$ cat src/rtl/branch_predictor_pkg.sv
// Shared types for the RV32I direction predictor: fetch word type, 2-bit
// saturating counter encoding and its transition rule.
package branch_predictor_pkg;

    typedef logic [31:0] rv32i_word;

    typedef enum logic [1:0] {
        SNT = 2'b00,
        WNT = 2'b01,
        WT  = 2'b10,
        ST  = 2'b11
    } bp_ctr_t;

    localparam bp_ctr_t BP_CTR_INIT = WNT;

    // One step toward the resolved direction, holding at either end.
    function automatic bp_ctr_t bp_ctr_next(input bp_ctr_t cur, input logic taken);
        bp_ctr_t nxt;
        nxt = cur;
        case (cur)
            SNT:     nxt = taken ? WNT : SNT;
            WNT:     nxt = taken ? WT  : SNT;
            WT:      nxt = taken ? ST  : WNT;
            default: nxt = taken ? ST  : WT;
        endcase
        return nxt;
    endfunction

endpackage

$ cat src/rtl/branch_predictor_if.sv
// Fetch lookup and execute resolution signals between the pipeline (master)
// and the direction predictor (slave).
interface branch_predictor_if #(
    parameter int IDX_BITS = 6
);
    branch_predictor_pkg::rv32i_word lkp_pc;
    logic                            lkp_taken;
    logic [IDX_BITS-1:0]             lkp_idx;
    logic                            upd_valid;
    logic [IDX_BITS-1:0]             upd_idx;
    logic                            upd_taken;
    logic                            upd_pred;
    logic                            mispredict;

    modport master (
        output lkp_pc, upd_valid, upd_idx, upd_taken, upd_pred,
        input  lkp_taken, lkp_idx, mispredict
    );

    modport slave (
        input  lkp_pc, upd_valid, upd_idx, upd_taken, upd_pred,
        output lkp_taken, lkp_idx, mispredict
    );
endinterface

$ cat src/rtl/branch_predictor_sat_ctr2.sv
// One gshare table entry: a 2-bit saturating direction counter that resets
// to weakly-not-taken.
module sat_ctr2
    import branch_predictor_pkg::*;
(
    input  logic    clk,
    input  logic    rst_n,
    input  logic    en,
    input  logic    taken,
    output bp_ctr_t state
);

    always_ff @(posedge clk or negedge rst_n) begin
        if (!rst_n) begin
            state <= BP_CTR_INIT;
        end else if (en) begin
            state <= bp_ctr_next(state, taken);
        end
    end

endmodule

$ cat src/rtl/branch_predictor.sv
// Gshare direction predictor: PC ^ history indexes a table of 2-bit counters,
// trained non-speculatively at branch resolution, with perf counters.
module branch_predictor
    import branch_predictor_pkg::*;
#(
    parameter int IDX_BITS  = 6,
    parameter int HIST_BITS = 4
) (
    input  logic                 clk,
    input  logic                 rst_n,
    branch_predictor_if.slave    bp,
    output logic [HIST_BITS-1:0] ghr,
    output logic [31:0]          br_cnt,
    output logic [31:0]          mis_cnt
);

    localparam int ENTRIES = 1 << IDX_BITS;

    bp_ctr_t ctr [ENTRIES];
    bp_ctr_t lkp_state;
    logic    unused_bits;

    for (genvar i = 0; i < ENTRIES; i++) begin : g_entry
        logic en;
        assign en = bp.upd_valid & (bp.upd_idx == IDX_BITS'(i));
        sat_ctr2 u_ctr (
            .clk   (clk),
            .rst_n (rst_n),
            .en    (en),
            .taken (bp.upd_taken),
            .state (ctr[i])
        );
    end

    // No bypass: a lookup colliding with this cycle's update sees the old entry.
    assign bp.lkp_idx   = bp.lkp_pc[IDX_BITS+1:2] ^ IDX_BITS'(ghr);
    assign lkp_state    = ctr[bp.lkp_idx];
    assign bp.lkp_taken = lkp_state[1];
    assign bp.mispredict = bp.upd_valid & (bp.upd_taken ^ bp.upd_pred);

    assign unused_bits = ^{bp.lkp_pc[31:IDX_BITS+2], bp.lkp_pc[1:0], lkp_state[0]};

    // Dropping the oldest bit of {ghr, taken} also covers the 1-bit history case.
    always_ff @(posedge clk or negedge rst_n) begin
        if (!rst_n) begin
            ghr     <= '0;
            br_cnt  <= '0;
            mis_cnt <= '0;
        end else begin
            if (bp.upd_valid) begin
                ghr    <= HIST_BITS'({ghr, bp.upd_taken});
                br_cnt <= br_cnt + 32'd1;
            end
            if (bp.mispredict) begin
                mis_cnt <= mis_cnt + 32'd1;
            end
        end
    end

endmodule

$ cat src/flat_wrapper.sv
// flat-port wrapper written by rule: the top's interface ports become plain ports
module branch_predictor_flat import branch_predictor_pkg::*;
#(
    parameter int IDX_BITS  = 6,
    parameter int HIST_BITS = 4
)
  (clk, rst_n, ghr, br_cnt, mis_cnt, bp_lkp_pc, bp_upd_valid, bp_upd_idx, bp_upd_taken, bp_upd_pred, bp_lkp_taken, bp_lkp_idx, bp_mispredict);
  branch_predictor_if #(.IDX_BITS(IDX_BITS)) bp_i ();
  input  logic clk;
  input  logic rst_n;
  output logic [HIST_BITS-1:0] ghr;
  output logic [31:0] br_cnt;
  output logic [31:0] mis_cnt;
  input wire logic [$bits(bp_i.lkp_pc)-1:0] bp_lkp_pc;
  input wire logic [$bits(bp_i.upd_valid)-1:0] bp_upd_valid;
  input wire logic [$bits(bp_i.upd_idx)-1:0] bp_upd_idx;
  input wire logic [$bits(bp_i.upd_taken)-1:0] bp_upd_taken;
  input wire logic [$bits(bp_i.upd_pred)-1:0] bp_upd_pred;
  output wire logic [$bits(bp_i.lkp_taken)-1:0] bp_lkp_taken;
  output wire logic [$bits(bp_i.lkp_idx)-1:0] bp_lkp_idx;
  output wire logic [$bits(bp_i.mispredict)-1:0] bp_mispredict;
  assign bp_i.lkp_pc = bp_lkp_pc;
  assign bp_i.upd_valid = bp_upd_valid;
  assign bp_i.upd_idx = bp_upd_idx;
  assign bp_i.upd_taken = bp_upd_taken;
  assign bp_i.upd_pred = bp_upd_pred;
  assign bp_lkp_taken = bp_i.lkp_taken;
  assign bp_lkp_idx = bp_i.lkp_idx;
  assign bp_mispredict = bp_i.mispredict;
  branch_predictor #(.IDX_BITS(IDX_BITS), .HIST_BITS(HIST_BITS)) u_core (.clk(clk), .rst_n(rst_n), .bp(bp_i), .ghr(ghr), .br_cnt(br_cnt), .mis_cnt(mis_cnt));
endmodule
$ cat config.mk
export PLATFORM = sky130hd
export DESIGN_NAME = branch_predictor_flat
export DESIGN_NICKNAME = d
export VERILOG_FILES = /design/src/rtl/branch_predictor_pkg.sv /design/src/rtl/branch_predictor_if.sv /design/src/rtl/branch_predictor_sat_ctr2.sv /design/src/rtl/branch_predictor.sv /design/src/flat_wrapper.sv
export SDC_FILE = /design/constraint.sdc
export NUM_CORES = 1
export LEC_CHECK = 0
export BUFFER_PORTS_ARGS = -buffer_cell sky130_fd_sc_hd__clkbuf_2
export CORE_MARGIN = 3
export CORE_UTILIZATION = 36
export CTS_CLUSTER_SIZE = 40
export DETAILED_ROUTE_END_ITERATION = 8
export PLACE_DENSITY = 0.58
export SLEW_MARGIN = 20
export SYNTH_ARGS = -nofsm -noshare
export SYNTH_HDL_FRONTEND = slang
export SYNTH_SLANG_ARGS = --single-unit
$ cat constraint.sdc
create_clock -name clk -period 5.3 [get_ports clk]
set_clock_uncertainty 0.2 [all_clocks]
set_input_delay 0.265 -clock clk [delete_from_list [all_inputs] [get_ports clk]]
set_output_delay 0.265 -clock clk [all_outputs]
set_load 0.03 [all_outputs]
==> results by group <==
Place
  – Placement Setup Slack: between 1.5 and 2 ns
  – DP HPWL: roughly 18 mm
  – Port Buffers: just over 90
  – Placer Congestion: 0.859

CTS
  – Clk Latency, worst-skew pair: between 0.4 and 0.5 ns
  – Post-CTS sizing: 0
  – Root Driver: clkbuf_16
  – CTS sink count: 196
  – H-Tree Depth: 4
  – Clock transition at the registers of the reported paths: 0.09 ns
  – TritonCTS clock tree: built
  – CTS Buf Count: 17
  – Clock tree buffer depth: 2

Final layout
  – Nets: 1284
  – Final core occ: 0.421
  – Fill count: around 2800
  – Multi-input logic area: just over 0.005 mm2
  – N_diodes: 0
  – Reg area: about 0.005 mm2
  – Area delta synth->final: 14.1%
  – Layout cells sized above 1: 0.181

Logic synthesis
  – EDFF count, synth: 0
  – Syn_area_per_cell: roughly 8.9 um2
  – Cells after Synth: 1161
  – Proportion of synthesized chip area in sequential cells: 0.481
  – Yosys cell types: 54
  – Synth Flop Type: dfrtp_1
  – Async S/R FF share, synth: 1.00
  – Syn nets: approximately 1200
  – Post-Syn Area: 0.0104 mm2
  – Yosys reg bits: ~200
  – Synth warn: 0

Setup path
  – CP max stage delay: 0.73 ns
  – Worst path most repeated cell: nor4_1
  – CP top delay family: XOR/XNOR gates
  – Worst EP arrival: between 3 and 4 ns
  – Buffer and inverter count on the worst path: 2
  – Worst setup SP type: flip-flop
  – CP max FO: 18
  – Crit-path cells: xnor2_4, inv_6, mux4_2, nand2_1, a21oi_1, nor4_1, nor4_1, clkbuf_2
  – Crit. End Element: output pin
  – CP required: between 4 and 5 ns
  – Crit-path slowest cell: xnor2_4
  – Crit Path Class: flip-flop to output pin

Route
  – Per-cell routed wire length: 16.2 um
  – Post-route DRC violation count: 0
  – Initial drt markers: 694
  – Via count: 8770
  – Antenna Nets Post-Route: 0
  – DRT Pass-1 Iters: 7
  – Routed Wire Length: approximately 26 mm
  – Avg Vias per Cell: about 5.4

Hold path
  – Hold Crit Class: input pin to flip-flop

Timing
  – Final Max Tran Viols: 0
  – Final worst-path setup slack: roughly 1.3 ns
  – Post-layout min period: 3.96 ns
  – Worst rel slew slack: 0.283
  – Fmax: between 200 and 300 MHz
  – Hold_ws: approximately 0.15 ns
  – Final Setup Violations: 0
  – Least-Margin Pin Slew: approximately 1.1 ns
  – Tcrit/Tclk final: 0.747
  – RSZ-0062 raised after global routing: false
  – Final hold violations: 0
  – Fin Setup TNS: 0 ns

Floorplanning
  – Core ar.: about 0.028 mm2
  – Horiz. Die Dim: between 150 and 200 um
  – Die area: around 0.031 mm2
  – # IOs: 119
  – Die Ht: 176 um
  – Cell row count: slightly above 60
  – Starting Density: 0.369

Status
  – Status: finished, final reports clean

GRT
  – Gr ovfl total: 0
  – First-pass GRT wire length: roughly 43 mm
  – Largest net degree at the start of global routing: around 110
  – Antenna violations before repair: 0
  – Vias in the first global route: about 8000
  – GRT Total Usage: 0.172

Job
  – Max Cap Violations: 0

Power
  – Pwr Total: approximately 3.8 mW
  – Worst vdd ir: 0.000198 V
  – P per Cell Area: 317 mW/mm2
  – Leak: approximately 4.6 nW
## what timing repair did
item / CTS / global route
hold buffers: 1 / 0
buffers inserted: 0 / 0
endpoints found under the hold margin: 83 / 0
## where the power goes
group          leakage (nW)  switching, mW  internal, mW  total, mW
clock                 0.293          0.693         0.644       1.34
sequential             2.15          0.146          1.64       1.79
combinational          2.20          0.427         0.198      0.624
total                  4.64           1.27          2.48       3.75
## per-layer routing
metal | track usage | share of wire
met3 | 0.0350 | 0.051
met2 | 0.259 | 0.44
met4 | 0.0412 | 0.011
met5 | 0 | 0
met1 | 0.253 | 0.50
## kinds of logic after synthesis
family          after synthesis  synth area share
fa+ha+maj                     2           0.00241
simple gates                434             0.203
mux                          32            0.0360
compound gates              378             0.196
flops                       196             0.481
xor+xnor                     67            0.0592
buf+inv                      52            0.0226
## synth_stat cells, types with 5 or more instances
master	count	area (um2)
nand4_1	13	81.3
mux2_2	9	101
nor3_1	13	65.1
nor4_1	6	37.5
and4_1	5	43.8
clkbuf_1	30	113
nand3_1	33	165
buf_4	6	45.0
a31oi_1	19	119
or3_1	5	31.3
nor2_1	154	578
o21ai_0	181	906
a211oi_1	13	97.6
o22ai_1	6	37.5
dfstp_2	64	1680
a21oi_1	130	651
xnor2_1	41	359
mux2i_1	20	200
nand3b_1	29	218
and3_1	13	81.3
nor2b_1	5	31.3
inv_1	8	30.0
nand2_1	122	458
o31ai_1	20	150
dfrtp_1	132	3300
xor2_1	24	210
nor3b_1	17	128
## final timing paths
check / start / end / slack, ns / cells past startpoint
max in group asynchronous: rst_n / u_core.g_entry[41].u_ctr.state[0] / 3.59 / 3
max: u_core.ghr[0] / bp_lkp_taken / 1.34 / 8
max reg2reg: u_core.br_cnt[0] / u_core.br_cnt[30] / 3.04 / 7
min reg2reg: u_core.mis_cnt[31] / u_core.mis_cnt[31] / 0.27 / 1
min: bp_upd_taken / u_core.g_entry[1].u_ctr.state[0] / 0.15 / 4
min in group asynchronous: rst_n / u_core.br_cnt[20] / 0.23 / 2
## sequential cells by signal, summed over array words and instances, names as in the netlist
| register | count |
|---|---|
| u_core.mis_cnt | 32 |
| u_core.g_entry.u_ctr.state | 128 |
| u_core.br_cnt | 32 |
| u_core.ghr | 4 |
## cell type report
type,instances,share of cell area
Tap cell,378,0.0400
Clock buffer,17,0.0360
Clock inverter,15,0.0157
Inverter,10,0.00360
Timing Repair Buffer,101,0.0467
Sequential cell,196,0.422
Multi-Input combinational cell,913,0.437
## worst register-to-register path, stage by stage, from the launching register on
cell     delay [ns]
dfrtp_1        0.43
ha_1           0.26
inv_1          0.07
or3_4          0.41
nor4_4         0.30
and3_1         0.23
nand4_1        0.12
xnor2_1        0.14
## layout by cell type, fill, tap and decap left out, types with 12 or more instances in the layout
cell	count
a211oi_1	13
a21oi_1	130
a31oi_1	19
and3_1	13
clkbuf_16	17
clkbuf_2	91
dfrtp_1	132
dfstp_2	64
mux2i_1	20
nand2_1	122
nand3_1	33
nand3b_1	29
nand4_1	13
nor2_1	154
nor3_1	12
nor3b_1	16
o21ai_0	181
o31ai_1	20
xnor2_1	41
xor2_1	24
## stage by stage
stage          instance area (um2)  cells
2_1_floorplan                10400   1161
3_3_place_gp                 11200   1597
3_5_place_dp                 11200   1597
4_1_cts                      11800   1630
5_1_grt                      11800   1630
6_report                     11800   1630
Note: power is estimated with default switching activity, not from simulation.
